File: config.mk
export PLATFORM = sky130hd
export DESIGN_NAME = register_bank_flat
export DESIGN_NICKNAME = d
export VERILOG_FILES = /design/src/rtl/register_bank_pkg.sv /design/src/rtl/register_bank_if.sv /design/src/rtl/register_bank_reg_cell.sv /design/src/rtl/register_bank.sv /design/src/flat_wrapper.sv
export SDC_FILE = /design/constraint.sdc
export NUM_CORES = 1
export LEC_CHECK = 0
export CORE_AREA = 2 2 221 223
export DETAILED_ROUTE_END_ITERATION = 8
export DIE_AREA = 0 0 223 225
export PLACE_DENSITY = 0.71
export SKIP_LAST_GASP = 1
export SLEW_MARGIN = 0
export SYNTH_ARGS = -nofsm -noshare
export SYNTH_HDL_FRONTEND = slang
export SYNTH_SLANG_ARGS = --single-unit
File: constraint.sdc
create_clock -name clk -period 0.8 [get_ports clk]
set_input_delay 0.08 -clock clk [delete_from_list [all_inputs] [get_ports clk]]
set_output_delay 0.08 -clock clk [all_outputs]
set_load 0.02 [all_outputs]
File: src/rtl/register_bank_pkg.sv
`default_nettype none
// ============================================================================
// Module      : register_bank_pkg
// Description : Shared constants and types for the 16 x 32-bit register bank.
//               WIDTH - data width of each register and of Din
//               NREGS - number of registers (equals the select width)
// Ports       : none (package)
// Revision    : 1.0 - initial release
// ============================================================================
package register_bank_pkg;

  localparam int WIDTH = 32;
  localparam int NREGS = 16;

  typedef logic [WIDTH-1:0] word_t;
  typedef logic [NREGS-1:0] sel_t;

endpackage : register_bank_pkg
`default_nettype wire

File: src/rtl/register_bank_if.sv
`default_nettype none
// ============================================================================
// Module      : register_bank_if
// Description : Bus bundle between the write-back path and the register bank.
// Ports       : select - per-register write-enable vector (master -> bank)
//               Din    - shared write data (master -> bank)
//               q0..q15 - register contents (bank -> master)
// Revision    : 1.0 - initial release
// ============================================================================
interface register_bank_if;
  import register_bank_pkg::*;

  sel_t  select;
  word_t Din;
  word_t q0, q1, q2, q3, q4, q5, q6, q7;
  word_t q8, q9, q10, q11, q12, q13, q14, q15;

  modport master (
    output select, Din,
    input  q0, q1, q2, q3, q4, q5, q6, q7,
           q8, q9, q10, q11, q12, q13, q14, q15
  );

  modport slave (
    input  select, Din,
    output q0, q1, q2, q3, q4, q5, q6, q7,
           q8, q9, q10, q11, q12, q13, q14, q15
  );

endinterface : register_bank_if
`default_nettype wire

File: src/rtl/register_bank_reg_cell.sv
`default_nettype none
// ============================================================================
// Module      : bank_reg_cell
// Description : One WIDTH-bit register with synchronous active-high reset
//               and load enable. Reset wins over enable.
// Ports       : clk - rising-edge clock
//               rst - synchronous active-high reset
//               en  - load enable
//               d   - load data
//               q   - registered contents
// Revision    : 1.0 - initial release
// ============================================================================
module bank_reg_cell
  import register_bank_pkg::*;
(
  input  wire logic  clk,
  input  wire logic  rst,
  input  wire logic  en,
  input  wire word_t d,
  output word_t      q
);

  always_ff @(posedge clk) begin
    if (rst) begin
      q <= '0;
    end else if (en) begin
      q <= d;
    end
  end

endmodule : bank_reg_cell
`default_nettype wire

File: src/rtl/register_bank.sv
`default_nettype none
// ============================================================================
// Module      : register_bank
// Description : Bank of NREGS independent WIDTH-bit registers sharing one
//               data input; bit i of select loads register i. Any number of
//               select bits may be set at once. All contents are exposed.
// Ports       : clk     - rising-edge clock
//               rst     - synchronous active-high reset (priority over writes)
//               bus     - slave side of register_bank_if
//                         (select, Din in; q0..q15 out)
// Revision    : 1.0 - initial release
// ============================================================================
module register_bank
  import register_bank_pkg::*;
(
  input  wire logic       clk,
  input  wire logic       rst,
  register_bank_if.slave  bus
);

  word_t q_arr [NREGS];

  for (genvar i = 0; i < NREGS; i++) begin : g_cell
    bank_reg_cell u_cell (
      .clk (clk),
      .rst (rst),
      .en  (bus.select[i]),
      .d   (bus.Din),
      .q   (q_arr[i])
    );
  end

  // The interface exposes individually named outputs, so map the array out.
  assign bus.q0  = q_arr[0];
  assign bus.q1  = q_arr[1];
  assign bus.q2  = q_arr[2];
  assign bus.q3  = q_arr[3];
  assign bus.q4  = q_arr[4];
  assign bus.q5  = q_arr[5];
  assign bus.q6  = q_arr[6];
  assign bus.q7  = q_arr[7];
  assign bus.q8  = q_arr[8];
  assign bus.q9  = q_arr[9];
  assign bus.q10 = q_arr[10];
  assign bus.q11 = q_arr[11];
  assign bus.q12 = q_arr[12];
  assign bus.q13 = q_arr[13];
  assign bus.q14 = q_arr[14];
  assign bus.q15 = q_arr[15];

endmodule : register_bank
`default_nettype wire

File: src/flat_wrapper.sv
// flat-port wrapper written by rule: the top's interface ports become plain ports
module register_bank_flat import register_bank_pkg::*;
  (clk, rst, bus_select, bus_Din, bus_q0, bus_q1, bus_q2, bus_q3, bus_q4, bus_q5, bus_q6, bus_q7, bus_q8, bus_q9, bus_q10, bus_q11, bus_q12, bus_q13, bus_q14, bus_q15);
  register_bank_if bus_i ();
  input  wire logic clk;
  input  wire logic rst;
  input wire logic [$bits(bus_i.select)-1:0] bus_select;
  input wire logic [$bits(bus_i.Din)-1:0] bus_Din;
  output wire logic [$bits(bus_i.q0)-1:0] bus_q0;
  output wire logic [$bits(bus_i.q1)-1:0] bus_q1;
  output wire logic [$bits(bus_i.q2)-1:0] bus_q2;
  output wire logic [$bits(bus_i.q3)-1:0] bus_q3;
  output wire logic [$bits(bus_i.q4)-1:0] bus_q4;
  output wire logic [$bits(bus_i.q5)-1:0] bus_q5;
  output wire logic [$bits(bus_i.q6)-1:0] bus_q6;
  output wire logic [$bits(bus_i.q7)-1:0] bus_q7;
  output wire logic [$bits(bus_i.q8)-1:0] bus_q8;
  output wire logic [$bits(bus_i.q9)-1:0] bus_q9;
  output wire logic [$bits(bus_i.q10)-1:0] bus_q10;
  output wire logic [$bits(bus_i.q11)-1:0] bus_q11;
  output wire logic [$bits(bus_i.q12)-1:0] bus_q12;
  output wire logic [$bits(bus_i.q13)-1:0] bus_q13;
  output wire logic [$bits(bus_i.q14)-1:0] bus_q14;
  output wire logic [$bits(bus_i.q15)-1:0] bus_q15;
  assign bus_i.select = bus_select;
  assign bus_i.Din = bus_Din;
  assign bus_q0 = bus_i.q0;
  assign bus_q1 = bus_i.q1;
  assign bus_q2 = bus_i.q2;
  assign bus_q3 = bus_i.q3;
  assign bus_q4 = bus_i.q4;
  assign bus_q5 = bus_i.q5;
  assign bus_q6 = bus_i.q6;
  assign bus_q7 = bus_i.q7;
  assign bus_q8 = bus_i.q8;
  assign bus_q9 = bus_i.q9;
  assign bus_q10 = bus_i.q10;
  assign bus_q11 = bus_i.q11;
  assign bus_q12 = bus_i.q12;
  assign bus_q13 = bus_i.q13;
  assign bus_q14 = bus_i.q14;
  assign bus_q15 = bus_i.q15;
  register_bank u_core (.clk(clk), .rst(rst), .bus(bus_i));
endmodule
Word-level counts from Yosys, hierarchy flattened
Index checks and enable logic that the tools add are counted.
Storage, ports and cells
  logic and storage cells: 16
  output and inout bits: 512
  register bits: 512

Logic depth before layout (Yosys ltp)
  depth after elaboration: 0
  gate-level depth with buffers: 4

Modules after synthesis
Synthesis repeated with hierarchy kept, for this count alone.
Unflattened totals
  cells, all modules: 1648
  area, all modules: 18617.9 µm²
By module, submodules not included
  bank_reg_cell: instances 16, sequential area each 640.6 µm², area each 1163.6 µm², cells an instance 103

Least setup slack after synthesis
No wires, ideal clock.
  path type: input port to flip-flop
  start point: in bus_select[8]
  end point: reg u_core.g_cell[8].u_cell.q[10]
  setup slack: 0.105 ns
  data required time: 0.686 ns
  data arrival time: 0.581 ns
  cell stages on the path: 4
  path through: buf_4 > buf_6 > mux2i_1 > nor2_1
RTL lines
  from (decl): RTL line flat_wrapper.sv:7  | input wire logic [$bits(bus_i.select)-1:0] bus_select;
  to (signal assigned): RTL line register_bank_reg_cell.sv:25  | q <= '0;
  to (signal assigned): RTL line register_bank_reg_cell.sv:27  | q <= d;
  to (decl): RTL line register_bank_reg_cell.sv:20  | output word_t q

Worst setup path after layout
  start point: reg u_core.g_cell[12].u_cell.q[7]
  end point: out bus_q12[7]
RTL lines
  from (decl): RTL line register_bank_reg_cell.sv:20
  from (signal assigned): RTL line register_bank_reg_cell.sv:25
  from (signal assigned): RTL line register_bank_reg_cell.sv:27
  to (decl): RTL line flat_wrapper.sv:21  | output wire logic [$bits(bus_i.q12)-1:0] bus_q12;
No word-level cell between the ends.

==> impl_metrics.json <==
{
  "vias": 15400,
  "gp_congestion": 0.837,
  "yosysWarnings": 0,
  "design_area_um2": 30500,
  "cp_data_arrival_time_ns": 1.09,
  "dpl_cell_area_um2": 26100,
  "grt_pass1_wl_um": 95000,
  "crit_type": "register to output port",
  "path_clk_slew_ns": 0.07,
  "max_freq_mhz": 856,
  "drive_gt1_share_pct": 56.9,
  "worst_path_max_delay_cell": "dfxtp_4",
  "fin_crit_ns": 1.17,
  "largest_register_ffs": 512,
  "worstMarginPinSlew_ns": 0.273,
  "final_common_cell": "buf_6",
  "finalCritPeriodShare_pct": 146,
  "cts_max_level": 2,
  "grt_pass1_vias": 15200,
  "critical_path.cell_chain": "buf_6",
  "multi_input_area_um2": 7090,
  "cts-root-buf": "clkbuf_16",
  "hpwlAfterDp_um": 44100,
  "rsz0062_at_grt": "true",
  "leakage_nw": 14.6,
  "dieWidth_um": 223,
  "io_pins": 562,
  "yosys.area_share.simple_pct": 10.1,
  "syn_nets": 1739,
  "rrSetupSlack_ns": -0.10,
  "power.density_nw_per_um2": 2140,
  "slew_headroom_pct": 81.8,
  "cp_max_fo": 2,
  "seqCellArea_um2": 10900,
  "fillers": 3499,
  "die_y_um": 225,
  "wl_um": 70300,
  "hold_ws_ns": -0.0119,
  "yosys.area_share.xor_xnor_pct": 0,
  "ys_seq_area_share_pct": 54.0,
  "netlist_instances": 1689,
  "maxCapViolations": 0,
  "synth_top_family_by_area": "multiplexers",
  "skew_ns": 0,
  "slew_violations": 0,
  "clkSinkCount": 512,
  "io_buffers": 561,
  "drc": 0,
  "fin_ws_ns": -0.368,
  "viasPerCell": 4.94,
  "gr-usage-met1_pct": 29.9,
  "synth.area.mux_share_pct": 27.0,
  "synth_compound_area_share_pct": 0,
  "yosysTopAreaCell": "dfxtp_1",
  "ys_types": 8,
  "tns_ns": -166.05,
  "start_util_pct": 39.9,
  "failed_checks": "hold timing, setup timing",
  "ys_ff_latch": 512,
  "worstPathRequired_ns": 0.72,
  "synth_adder_area_share_pct": 0,
  "core_um2": 47500,
  "largest-register": "u_core.g_cell.u_cell.q",
  "cts_buffer_depth": 3,
  "gr-total-overflow": 0,
  "finalSetupViolCount": 542,
  "wl_per_cell_um": 22.5,
  "finalNetCount": 2510,
  "grt.met3_usage_pct": 7.95,
  "antenna_left": 0,
  "path_buf_inv": 1,
  "start_kind": "register",
  "drt-pass1-iter-count": 5,
  "holdCritPathClass": "primary input to register",
  "cts_tree": "built",
  "synth_area_leaders": "dfxtp_1 (54%), mux2i_1 (27%), nor2_1 (10%)",
  "clkLatencyLatePin_ns": 0.58,
  "die_area_um2": 50200,
  "synth_top_area_share_pct": 54.0,
  "outcome": "finished, violations left",
  "cpPeakStageDelay_ns": 0.38,
  "grt_max_degree": 47,
  "rows": 80,
  "numCtsBuffers": 53,
  "cp_top_family": "flip-flops",
  "track_usage_pct": 25.0,
  "area_delta_synth_final_pct": 60.5,
  "syn_area_um2": 19000,
  "antenna_found_initial": 2,
  "ir_drop_v": 0.00167,
  "top_usage_layer": "met2",
  "cp-end-kind": "output port",
  "final_hold_viol_count": 1,
  "mostFrequentLayoutCells": "buf_6 (559), nor2_1 (512), dfxtp_2 (510)",
  "first_iter_violations": 771,
  "avgSynthCellArea_um2": 11.2,
  "grtUsageMet2_pct": 41.5,
  "largestRegisters": "u_core.g_cell.u_cell.q: 512 flops"
}
[layout make-up]
type / instances / area share, %
Antenna cell: 3 / 0.0247
Timing Repair Buffer: 869 / 32.8
Tap cell: 615 / 2.53
Sequential cell: 512 / 35.8
Clock inverter: 16 / 0.382
Multi-Input combinational cell: 1024 / 23.3
Clock buffer: 79 / 5.14
[metal layers]
metal	wire (µm)	vias to the layer above
li1	-	7096
met1	28300	7520
met2	33400	640
met3	5620	155
met4	2950	2
met5	5	-
[logic make-up (layout without fill, tap and decap cells)]
logic type	count (synthesis)	after routing
buf+inv	153	964
mux	512	512
simple gates	512	512
flops	512	512
other cells	0	3
[power by group]
| part | total [mW] | internal, mW | switching (mW) | leakage (nW) |
|---|---|---|---|---|
| clock | 24.3 | 13.8 | 10.4 | 0.841 |
| sequential | 28.6 | 27.4 | 1.20 | 4.41 |
| combinational | 12.3 | 6.15 | 6.12 | 9.38 |
| total | 65.1 | 47.3 | 17.8 | 14.6 |
[metrics by stage]
step                hold WS (ns)  worst slack (ns)  total power [mW]  utilization, %  std cells
floorplan                  0.227             0.105              34.0               -       1689
global placement           0.463            -0.321              39.2            54.8       2936
detailed placement         0.478            -0.310              39.4            54.8       2936
CTS                       0.0154            -0.395              64.6            62.1       3082
global route             0.00969            -0.398              67.0            64.0       3116
finish                   -0.0119            -0.368              65.1            64.1       3118
[what timing repair did]
action | in CTS | in global routing
gates resized for setup | 3456 | 102
endpoints found under the hold margin | 169 | 0
hold buffers | 16 | 0
setup endpoints to repair | 512 | 968
pin swaps | 0 | 32
cloned | 0 | 21
buffers inserted | 35 | 32
[cell usage after synthesis (all sizes together)]
master  number
dfxtp      512
nor2       512
mux2i      512
buf        149
clkbuf       4
[path summary, 6_finish.rpt]
kind	start	endpoint	cells past startpoint
max	u_core.g_cell[12].u_cell.q[7]	bus_q12[7]	1
max reg2reg	u_core.g_cell[12].u_cell.q[7]	u_core.g_cell[12].u_cell.q[7]	4
min reg2reg	u_core.g_cell[6].u_cell.q[22]	u_core.g_cell[6].u_cell.q[22]	2
min	bus_select[8]	u_core.g_cell[8].u_cell.q[0]	4
Power figures use the tool's default switching activity.
